<file path="config.mk">
export PLATFORM = sky130hd
export DESIGN_NAME = cikis_paketleyici
export DESIGN_NICKNAME = d
export VERILOG_FILES = /design/src/rtl/cikis_paketleyici_pkg.sv /design/src/rtl/cikis_fifo.sv /design/src/rtl/cikis_paketleyici.sv
export SDC_FILE = /design/constraint.sdc
export NUM_CORES = 1
export LEC_CHECK = 0
export CORE_ASPECT_RATIO = 0.5
export CORE_MARGIN = 3
export CORE_UTILIZATION = 60
export CTS_CLUSTER_SIZE = 14
export DETAILED_ROUTE_END_ITERATION = 8
export PLACE_DENSITY_LB_ADDON = 0.3
export SYNTH_ARGS = -nofsm -noshare
export SYNTH_HDL_FRONTEND = slang
export SYNTH_SLANG_ARGS = --single-unit
export TNS_END_PERCENT = 1
</file>
<file path="constraint.sdc">
create_clock -name clk_i -period 10.1 [get_ports clk_i]
set_input_delay 1.01 -clock clk_i [delete_from_list [all_inputs] [get_ports clk_i]]
set_output_delay 1.01 -clock clk_i [all_outputs]
set_load 0.03 [all_outputs]
</file>
<file path="src/rtl/cikis_paketleyici_pkg.sv">
// Shared types and constants for the output packer and its word FIFO.
// A FIFO entry carries the packed word with its byte count and end-of-frame flag.
package cikis_paketleyici_pkg;

    typedef enum logic {
        CKS_MOD_8BIT  = 1'b0,
        CKS_MOD_24BIT = 1'b1
    } mod_t;

    localparam int CKS_KELIME_BIT = 32;
    localparam int CKS_GIRIS_BIT  = 36;

    typedef struct packed {
        logic                      son;
        logic [2:0]                bayt;
        logic [CKS_KELIME_BIT-1:0] veri;
    } giris_t;

endpackage

</file>
<file path="src/rtl/cikis_fifo.sv">
// First-word-fall-through synchronous FIFO; the head entry is read straight from storage.
// Clear has priority over push and pop; a pop while empty is ignored.
module cikis_fifo #(
    parameter int DERINLIK = 8,
    parameter int ADR_BIT  = 3,
    parameter int GENISLIK = 36
) (
    input  logic                clk_i,
    input  logic                rstn_i,
    input  logic                temizle,
    input  logic                yaz,
    input  logic                oku,
    input  logic [GENISLIK-1:0] giris,
    output logic [GENISLIK-1:0] cikis,
    output logic [ADR_BIT:0]    sayac,
    output logic [ADR_BIT:0]    sayac_sonraki,
    output logic                bos
);

    logic [GENISLIK-1:0] bellek [DERINLIK];
    logic [ADR_BIT-1:0]  yaz_ptr;
    logic [ADR_BIT-1:0]  oku_ptr;
    logic                oku_gercek;

    assign bos        = (sayac == '0);
    assign oku_gercek = oku && !bos;
    assign cikis      = bos ? '0 : bellek[oku_ptr];

    always_comb begin
        sayac_sonraki = sayac;
        if (temizle) begin
            sayac_sonraki = '0;
        end else if (yaz && !oku_gercek) begin
            sayac_sonraki = sayac + 1'b1;
        end else if (!yaz && oku_gercek) begin
            sayac_sonraki = sayac - 1'b1;
        end
    end

    // Pointer width equals log2(depth), so wrap-around is the natural overflow.
    always_ff @(posedge clk_i or negedge rstn_i) begin
        if (!rstn_i) begin
            yaz_ptr <= '0;
            oku_ptr <= '0;
            sayac   <= '0;
        end else begin
            sayac <= sayac_sonraki;
            if (temizle) begin
                yaz_ptr <= '0;
                oku_ptr <= '0;
            end else begin
                if (yaz)        yaz_ptr <= yaz_ptr + 1'b1;
                if (oku_gercek) oku_ptr <= oku_ptr + 1'b1;
            end
        end
    end

    always_ff @(posedge clk_i) begin
        if (yaz && !temizle) bellek[yaz_ptr] <= giris;
    end

endmodule

</file>
<file path="src/rtl/cikis_paketleyici.sv">
// Packs task-unit pixels into 32-bit words (4x8-bit or 1x24-bit) and queues them for the bus.
// The registered stall keeps one slot in reserve so an accepted pixel always has room.
module cikis_paketleyici
    import cikis_paketleyici_pkg::*;
#(
    parameter int DERINLIK = 8,
    parameter int ADR_BIT  = 3
) (
    input  logic        clk_i,
    input  logic        rstn_i,
    input  logic        basla_i,
    input  logic        mod_i,
    input  logic        etkin_i,
    input  logic [23:0] pixel_i,
    input  logic        son_i,
    output logic        stal_o,
    output logic        veri_gecerli_o,
    output logic [31:0] veri_o,
    output logic [2:0]  bayt_o,
    output logic        son_o,
    input  logic        veri_hazir_i
);

    mod_t              mod_r;
    logic [31:0]       paket;
    logic [1:0]        indeks;
    logic              kabul;
    logic              tamam;
    logic              yaz;
    giris_t            yeni;
    giris_t            bas;
    logic [ADR_BIT:0]  sayac;
    logic [ADR_BIT:0]  sayac_sonraki;
    logic              bos;

    always_comb begin
        kabul = etkin_i && !stal_o && !basla_i;
        tamam = (indeks == 2'd3) || son_i;
        yeni  = '0;
        yaz   = 1'b0;
        if (mod_r == CKS_MOD_24BIT) begin
            yeni.veri = {8'h00, pixel_i};
            yeni.bayt = 3'd3;
            yeni.son  = son_i;
            yaz       = kabul;
        end else begin
            // Lanes above the index are zero because the packer is cleared after every push.
            yeni.veri = paket | ({24'h0, pixel_i[7:0]} << {indeks, 3'b000});
            yeni.bayt = {1'b0, indeks} + 3'd1;
            yeni.son  = son_i;
            yaz       = kabul && tamam;
        end
    end

    always_ff @(posedge clk_i or negedge rstn_i) begin
        if (!rstn_i) begin
            mod_r  <= CKS_MOD_8BIT;
            paket  <= '0;
            indeks <= '0;
            stal_o <= 1'b0;
        end else begin
            stal_o <= (sayac_sonraki >= (ADR_BIT+1)'(DERINLIK-1));
            if (basla_i) begin
                mod_r  <= mod_t'(mod_i);
                paket  <= '0;
                indeks <= '0;
            end else if (kabul && mod_r == CKS_MOD_8BIT) begin
                if (tamam) begin
                    paket  <= '0;
                    indeks <= '0;
                end else begin
                    paket  <= yeni.veri;
                    indeks <= indeks + 2'd1;
                end
            end
        end
    end

    cikis_fifo #(
        .DERINLIK (DERINLIK),
        .ADR_BIT  (ADR_BIT),
        .GENISLIK (CKS_GIRIS_BIT)
    ) u_fifo (
        .clk_i         (clk_i),
        .rstn_i        (rstn_i),
        .temizle       (basla_i),
        .yaz           (yaz),
        .oku           (veri_hazir_i),
        .giris         (yeni),
        .cikis         (bas),
        .sayac         (sayac),
        .sayac_sonraki (sayac_sonraki),
        .bos           (bos)
    );

    assign veri_gecerli_o = !bos;
    assign veri_o         = bas.veri;
    assign bayt_o         = bas.bayt;
    assign son_o          = bas.son;

    a_dolu_yazma: assert property (@(posedge clk_i) disable iff (!rstn_i)
        !(yaz && sayac == (ADR_BIT+1)'(DERINLIK)));

endmodule
</file>
==> results.toml, run 1 <==
[status]
run_status = "completed"

[worst_hold_path]
worstHoldStart = "paket[1]$_DFFE_PN0P_"
hold_end = "paket[1]$_DFFE_PN0P_"
hold_depth = 1
min_path_type = "flop to flop"

[synthesis]
synth_top_flop_cell = "edfxtp_1"
synth-seq-area-share_pct = 73.1
synth_nets = 766
ys_types = 47
synth_top_family_by_area = "multiplexers"
synth_compound_area_share_pct = 5.03
synthMuxAreaShare_pct = 15.0
netlist.area_leader.share_pct = 64.5
synth.largest_area_cell = "edfxtp_1"
synthXorXnorAreaFrac_pct = 0.392
synthMostInstantiatedCell = "edfxtp_1"
synth-adder-area-share_pct = 0.467
synth-async-reset-ratio_pct = 13.8
yosys-top-cells-count = "edfxtp_1 (288), mux4_2 (72), nor2_1 (56), dfrtp_1 (46), nand2_1 (37)"
synthSimpleGateAreaFrac_pct = 4.24
synthCells = 730
yosys_warnings = 0
ys_top_cells_by_area = "edfxtp_1 (64%), mux4_2 (12%), dfrtp_1 (8.6%)"
syn_area_per_cell_um2 = 18.4
synth-seq-cells = 334
synth_edf_count = 288
syn-cell-area_um2 = 13400

[setup_path]
cp_cell_sequence = "buf_4 -> mux4_2 -> mux2i_1 -> nor2_1 -> clkdlybuf4s50_1"
end_kind = "primary output"
ff2ff_path_depth = 6
cp_data_required_time_ns = 9.09
regToRegSetupSlack_ns = 6.87
crit-reg2reg-launch = "mod_r$_DFFE_PN0P_"
cp-start-kind = "flop"
cp_max_fo = 38
timing.critical_path.slowest_stage_cell = "dfrtp_4"
r2r_end = "u_fifo.bellek[3][30]$_DFFE_PP_"
cpPeakStageDelay_ns = 0.92
cp.arrival_ns = 3.74
worst-setup-path-type = "flop to primary output"

[place]
place_hpwl_um = 16000
port_buffers = 68
placed_cell_area_um2 = 14500
gp_congestion = 0.811
dpl_worst_slack_ns = 5.57

[routing]
ant_nets = 0
routed_wl_um = 27600
via_per_inst = 6.40
route.met3.wl_um = 2030
route.detailed.drc = 0
firstDrtPassIters = 5
wl_met1_um = 11600
vias = 7140
wl_per_cell_um = 24.8
drtIter0Drc = 722
dr_wl_met2_um = 13300
top_layer = "met4"

[sta]
max_freq_ghz = 0.211
worstMarginPinSlew_ns = 1.29
period_needed_ns = 4.75
fin_skew_ns = 0.0115
rsz0062_at_grt = "false"
postLayoutSetupSlackWorst_ns = 5.35
maxSlewViolCount = 0
finalCritPeriodShare_pct = 47.0
fin_setup_tns_ns = 0
hold_ws_ns = 0.494
slew_headroom_pct = 14.2
setup_viol = 0
timing_hold_violations_final = 0

[cells_and_area]
syn2layout_area_growth_pct = 14.1
design_area_um2 = 15300
final_util_pct = 72.0
antennaDiodeCount = 0
multiInputGateArea_um2 = 3430
regArea_um2 = 9810
fill_cells = 1253
final_nets = 838
drive_gt1_share_pct = 17.6

[global_routing]
grt_max_degree = 57
grt_pass1_vias = 7430
antenna_found_initial = 0
grt_use_total_pct = 23.5
grt_overflow = 0
grt_pass1_wl_um = 43600

[flow_run]
drv_cap = 0

[floorplanning]
dieWidth_um = 217
core_area_um2 = 21200
io_pins = 69
start_util_pct = 63.1
die_y_um = 112
floorplan.rows = 37
die_area_um2 = 24300

[cts]
worstSkewPairLatency_ns = 0.53
cts_buffers = 28
clkTransAtPathRegs_ns = 0.07
cts_buffer_depth = 3
cts_tree = "built"
cts_setup_buffers = 0
holdBufCountCts = 0
cts_root_buf = "clkbuf_16"
clock-sinks = 334
h-tree-depth = 1
cts_resized = 0

[power_and_ir_drop]
ir_drop_mv = 0.148
p_leak_nw = 4.94
powerDensity_nw_per_um2 = 244
-- final cells by class --
class | instances | share of cell area, %
Clock buffer | 50 | 5.46
Sequential cell | 334 | 64.1
Inverter | 12 | 0.294
Clock inverter | 2 | 0.0573
Timing Repair Buffer | 86 | 5.30
Tap cell | 292 | 2.39
Multi-Input combinational cell | 340 | 22.4
-- metrics by stage --
stage | power, W | std cells
CTS | 0.00377 | 1116
global placement | 0.00275 | 1064
finish | 0.00374 | 1116
floorplan | 0.00237 | 730
global route | 0.00390 | 1116
detailed placement | 0.00277 | 1064
-- where the power goes --
| group | total, W | internal (W) | switching [W] |
|---|---|---|---|
| logic | 0.00112 | 0.000489 | 0.000627 |
| clock network | 0.00101 | 0.000557 | 0.000450 |
| registers | 0.00161 | 0.00154 | 0.0000691 |
-- placed cells by master (no fill, tap or decap), drive strengths merged, types with 2 or more instances in the layout --
| master | count |
|---|---|
| edfxtp | 288 |
| mux4 | 72 |
| clkdlybuf4s50 | 67 |
| nor2 | 57 |
| clkbuf | 50 |
| dfrtp | 46 |
| nand2 | 37 |
| mux2i | 36 |
| o21ai | 29 |
| a21oi | 28 |
| a32o | 25 |
| buf | 19 |
| inv | 12 |
| a22o | 8 |
| nor3 | 6 |
| ha | 5 |
| nor2b | 4 |
| xnor2 | 4 |
| nand2b | 4 |
| or3 | 3 |
| nor3b | 2 |
| and3 | 2 |
| xor2 | 2 |
| a211oi | 2 |
| mux2 | 2 |
| nor4 | 2 |
| clkinv | 2 |
-- how the worst max path moves through the flow --
stage | startpoint | end | slack, ns | depth (start not counted)
6_report | u_fifo.oku_ptr[0]$_DFFE_PN0P_ | veri_o[20] | 5.35 | 5
5_1_grt | u_fifo.oku_ptr[0]$_DFFE_PN0P_ | son_o | 5.05 | 5
4_1_cts | u_fifo.oku_ptr[0]$_DFFE_PN0P_ | veri_o[20] | 5.23 | 5
3_5_place_dp | basla_i | u_fifo.bellek[4][22]$_DFFE_PP_ | 5.57 | 5
3_3_place_gp | basla_i | u_fifo.bellek[0][32]$_DFFE_PP_ | 5.69 | 5
2_1_floorplan | basla_i | u_fifo.bellek[0][0]$_DFFE_PP_ | 4.47 | 5
-- metal layers --
metal / vias to the layer above / track usage, %
met1: 3710 / 35.6
met2: 314 / 36.9
li1: 3058 / -
met4: 0 / 6.42
met3: 58 / 3.52
met5: - / 0
-- flip-flops by register name, indices dropped and copies added (netlist names) --
name	count
mod_r	1
u_fifo.yaz_ptr	3
paket	32
stal_o	1
u_fifo.oku_ptr	3
indeks	2
u_fifo.bellek	288
u_fifo.sayac	4
-- kinds of logic after synthesis --
kind of cell               after synthesis
AOI/OAI and AO/OA                       98
muxes                                  110
xor gates and xnor gates                 6
adders and majority gates                5
DFF                                    334
and+or+nand+nor                        121
buffers and inverters                   56
-- critical path, delay by kind of cell, from the launching register on --
family / cells / cell delay [ns]
buffers and inverters: 2 / 1.35
DFF: 1 / 0.92
muxes: 2 / 0.82
and+or+nand+nor: 1 / 0.06
(Power assumes the default switching activity.)
==> run 2, diff against run 1 <==
- clock period: 10.1 -> 4.5 ns (I/O delays scaled with it)
==> results.toml, run 2 (synthesized netlist as in run 1, its figures left out) <==
[power_and_ir_drop]
intPower_w = 0.00584
p_leak_nw = 5.00
powerDensity_nw_per_um2 = 549
ir_drop_mv = 0.389
p_comb_share_pct = 30.4
switching_power_w = 0.00262
p_clk_share_pct = 26.8
p_seq_share_pct = 42.8
switching_share_pct = 31.0

[setup_path]
cp_cell_sequence = "buf_4 -> mux4_2 -> mux2i_1 -> nor2_1 -> clkdlybuf4s50_1"
cpPeakStageDelay_ns = 0.98
cp-endpoint = "veri_o[14]"
cp.arrival_ns = 3.30
timing.critical_path.slowest_stage_cell = "dfrtp_4"
path_buf_inv = 2
r2r_end = "stal_o$_DFF_PN0_"
cp_max_fo = 41
ff2ff_path_depth = 9
crit-reg2reg-launch = "u_fifo.sayac[0]$_DFF_PN0_"
cp-start-kind = "flop"
end_kind = "primary output"
regToRegSetupSlack_ns = 1.54
crit_cells = 5
cp_data_required_time_ns = 4.05
worst-setup-path-type = "flop to primary output"
crit_start = "u_fifo.oku_ptr[0]$_DFFE_PN0P_"
cp_top_family = "buffers and inverters"

[cells_and_area]
final_cell_mix = "edfxtp_1 (288), mux4_2 (72), clkdlybuf4s50_1 (67)"
regArea_um2 = 9810
fill_cells = 1250
final_common_cell = "edfxtp_1"
largest_register_ffs = 288
multiInputGateArea_um2 = 3440
final_util_pct = 72.6
drive_gt1_share_pct = 18.7
syn2layout_area_growth_pct = 15.0
final_cells = 1125
top_regs = "u_fifo.bellek (288), paket (32), u_fifo.sayac (4)"
antennaDiodeCount = 0
regMostFlops = "u_fifo.bellek"
final_nets = 847

[cts]
clkTransAtPathRegs_ns = 0.07
cts_buffer_depth = 3
cts_setup_buffers = 0
worstSkewPairLatency_ns = 0.54
cts_buffers = 28
cts_resized = 0
clock-sinks = 334
cts_root_buf = "clkbuf_16"
holdBufCountCts = 0
cts_tree = "built"
h-tree-depth = 1

[sta]
slew_headroom_pct = 14.5
rsz0062_at_grt = "false"
fin_setup_tns_ns = 0
hold_ws_ns = 0.0976
max_freq_ghz = 0.267
maxSlewViolCount = 0
fin_skew_ns = 0.00891
period_needed_ns = 3.75
setup_viol = 0
worstMarginPinSlew_ns = 1.27
timing_hold_violations_final = 0
finalCritPeriodShare_pct = 83.3

[global_routing]
antenna_found_initial = 0
grt_pass1_wl_um = 45200
grtUsageMet2_pct = 37.8
grt_pass1_vias = 7457
met1_usage_pct = 37.1
grt_overflow = 0
grt_max_degree = 56
grt_use_total_pct = 24.7
busiest_layer = "met2"
met3_usage_pct = 4.47

[place]
gp_congestion = 0.828
port_buffers = 68
place_hpwl_um = 17200
post-place-cells = 1073

[routing]
ant_nets = 0
wl_per_cell_um = 25.6
routed_wl_um = 28800
vias = 7236
route.detailed.drc = 0
firstDrtPassIters = 5
via_per_inst = 6.43
drtIter0Drc = 803

[floorplanning]
start_util_pct = 63.1
io_pins = 69
dieWidth_um = 217
core_area_um2 = 21200
floorplan.rows = 37
die_area_um2 = 24300
die_y_um = 112

[status]
run_status = "completed"

[flow_run]
drv_cap = 0

[worst_hold_path]
min_path_type = "input port to async pin"
[run 2: changes by cell type in the layout (fill, tap and decap cells not counted)]
cell	before	now
clkinv_1	1	0
buf_4	18	23
nor4_4	0	1
nor2_1	53	52
clkbuf_8	1	3
buf_12	0	4
clkbuf_16	30	29
nor2_2	1	2
nor4_2	1	0
[run 2: layout make-up]
type | count | area share [%]
multi-input cells | 340 | 22.3
flip-flops and latches | 334 | 63.6
clock inverters | 1 | 0.0324
repair buffers | 95 | 6.02
inverters | 12 | 0.292
clock buffers | 51 | 5.43
well taps | 292 | 2.37
[run 2: power by group through the flow]
stage	Sequential, W	Combinational (W)	Clock (W)
after floorplan	0.00357	0.00175	0
after global placement	0.00369	0.00253	0
after detailed placement	0.00370	0.00258	0
after CTS	0.00363	0.00259	0.00229
after global routing	0.00365	0.00274	0.00243
final	0.00362	0.00257	0.00227
[run 2: through the flow]
stage	area (µm²)	total power (W)	setup slack, ns
detailed placement	14600	0.00627	1.26
floorplan	13400	0.00532	0.383
global placement	14600	0.00622	1.28
CTS	15400	0.00852	0.669
finish	15400	0.00847	0.753
global route	15400	0.00882	0.536
[run 2: how the worst min path moves through the flow]
stage	cells after the start	slack, ns	start	end
2_1_floorplan	0	0.15	rstn_i	indeks[0]$_DFFE_PN0P_
3_3_place_gp	1	0.47	paket[6]$_DFFE_PN0P_	paket[6]$_DFFE_PN0P_
5_1_grt	1	0.18	rstn_i	paket[24]$_DFFE_PN0P_
3_5_place_dp	1	0.48	paket[21]$_DFFE_PN0P_	paket[21]$_DFFE_PN0P_
4_1_cts	1	0.13	rstn_i	paket[24]$_DFFE_PN0P_
6_report	1	0.1	rstn_i	paket[24]$_DFFE_PN0P_
[run 2: per-layer routing]
metal	wire length [µm]	vias to the layer above	share of wire [%]
met5	0	-	0
met4	896	0	3.1
met3	2120	70	7.3
met2	13700	337	48
met1	12100	3754	42
li1	-	3075	-
==> run 3, diff against run 2 <==
- CORE_UTILIZATION: 60 -> 54
- clock period: 4.5 -> 3.3 ns (I/O delays scaled with it)
==> results.toml, run 3 (synthesized netlist as in run 1, its figures left out) <==
[sta]
period_needed_ns = 3.17
maxSlewViolCount = 0
max_freq_ghz = 0.315
fin_skew_ns = 0.0117
setup_viol = 0
fin_setup_tns_ns = 0
postLayoutSetupSlackWorst_ns = 0.130
worstMarginPinSlew_ns = 1.16
rsz0062_at_grt = "false"
hold_ws_ns = 0.396
finalCritPeriodShare_pct = 96.1
timing_hold_violations_final = 0
slew_headroom_pct = 22.7

[power_and_ir_drop]
ir_drop_mv = 0.407
powerDensity_nw_per_um2 = 745
fin_total_pwr_w = 0.0116
p_comb_share_pct = 31.3
p_seq_share_pct = 41.4
switching_power_w = 0.00359
p_clk_share_pct = 27.3
p_leak_nw = 5.08
switching_share_pct = 30.9
intPower_w = 0.00804

[routing]
routed_wl_um = 28300
firstDrtPassIters = 5
ant_nets = 0
vias = 7187
wl_per_cell_um = 23.9
via_per_inst = 6.08
drtIter0Drc = 779
route.detailed.drc = 0

[place]
placed_cell_area_um2 = 14700
place_hpwl_um = 17100
gp_congestion = 0.867
port_buffers = 68
dpl_worst_slack_ns = 0.522

[setup_path]
cp.arrival_ns = 2.84
cp-start-kind = "flop"
cpPeakStageDelay_ns = 0.60
worst-setup-path-type = "flop to primary output"
regToRegSetupSlack_ns = 0.73
timing.critical_path.slowest_stage_cell = "clkdlybuf4s50_1"
cp_data_required_time_ns = 2.97
cp_max_fo = 44
cp_cell_sequence = "buf_16 -> mux4_2 -> mux2i_1 -> nor2_1 -> clkdlybuf4s50_1"
end_kind = "primary output"

[global_routing]
grt_use_total_pct = 21.4
grt_pass1_wl_um = 43800
grt_pass1_vias = 7383
grt_max_degree = 56
antenna_found_initial = 0
grt_overflow = 0

[cts]
cts_tree = "built"
cts_buffers = 29
cts_root_buf = "clkbuf_16"
worstSkewPairLatency_ns = 0.56
h-tree-depth = 1
cts_buffer_depth = 3
clkTransAtPathRegs_ns = 0.07
clock-sinks = 334

[cells_and_area]
final_cell_mix = "edfxtp_1 (288), mux4_2 (72), clkdlybuf4s50_1 (67)"
regArea_um2 = 9810
drive_gt1_share_pct = 20.5
syn2layout_area_growth_pct = 16.4
design_area_um2 = 15600
fill_cells = 1654
top_regs = "u_fifo.bellek (288), paket (32), u_fifo.sayac (4)"
largest_register_ffs = 288
regMostFlops = "u_fifo.bellek"
antennaDiodeCount = 0
final_nets = 860
multiInputGateArea_um2 = 3440
final_common_cell = "edfxtp_1"

[flow_run]
drv_cap = 0

[floorplanning]
io_pins = 69
die_area_um2 = 26900
dieWidth_um = 229
floorplan.rows = 40
core_area_um2 = 24200
die_y_um = 117
start_util_pct = 55.4

[worst_hold_path]
min_path_type = "input port to flop"

[status]
run_status = "completed"
==> run 3: changes by cell type in the layout (fill, tap and decap cells not counted) <==
cell,change
buf_4,+11
clkbuf_1,-5
clkinv_2,+4
buf_12,-1
buf_16,+1
clkbuf_8,+1
clkinv_1,+1
dfrtp_1,-1
dfrtp_2,+1
dlygate4sd3_1,+1
inv_6,+1
nor3_2,-1
nor3_4,+1
==> run 3: metal layers <==
layer  vias up  wire [µm]  global-route usage (%)  share of wire, %
li1       3101          -                       -                 -
met1      3765      12100                    30.9                43
met2       264      13600                    34.4                48
met3        57       1920                    3.79               6.8
met4         0        769                    5.99               2.7
met5         -          0                       0                 0
==> run 3: path summary, 6_finish.rpt <==
path	startpoint	end	depth (start not counted)
worst min register to register	paket[12]$_DFFE_PN0P_	paket[12]$_DFFE_PN0P_	1
max in group asynchronous	rstn_i	u_fifo.oku_ptr[0]$_DFFE_PN0P_	2
min in group asynchronous	rstn_i	paket[18]$_DFFE_PN0P_	2
worst max-delay path	u_fifo.oku_ptr[0]$_DFFE_PN0P_	veri_o[13]	5
worst min-delay path	mod_i	mod_r$_DFFE_PN0P_	2
worst max register to register	indeks[0]$_DFFE_PN0P_	u_fifo.bellek[1][23]$_DFFE_PP_	6
==> run 3: through the flow <==
step,util [%],instances
final,64.5,1183
after global placement,60.8,1128
after detailed placement,60.8,1128
after global routing,64.5,1183
after CTS,64.4,1183
after floorplan,-,730
==> run 3: timing repair <==
item | in CTS | in global routing
endpoints found under the hold margin | 37 | 0
buffers inserted | 0 | 0
hold buffers | 1 | 0
setup endpoints to repair | 0 | 1
gates resized for setup | 0 | 1
==> run 3: cell type report <==
class	instances	area share, %
clock buffers	47	5.34
clock inverters	7	0.240
well taps	336	2.69
multi-input cells	340	22.1
flip-flops and latches	334	62.8
repair buffers	107	6.59
inverters	12	0.288
==> run 3: critical path: cells and delay by family, from the launching register on <==
family	cells	cell delay, ns
flops	1	0.46
simple gates	1	0.07
mux	2	0.82
buf+inv	2	0.91
==> run 3: power by group through the flow <==
stage | registers [W] | clock network (W) | logic, W
detailed placement | 0.00491 | 0 | 0.00366
floorplan | 0.00487 | 0 | 0.00239
global placement | 0.00489 | 0 | 0.00363
global route | 0.00483 | 0.00340 | 0.00388
CTS | 0.00482 | 0.00322 | 0.00368
finish | 0.00482 | 0.00317 | 0.00364
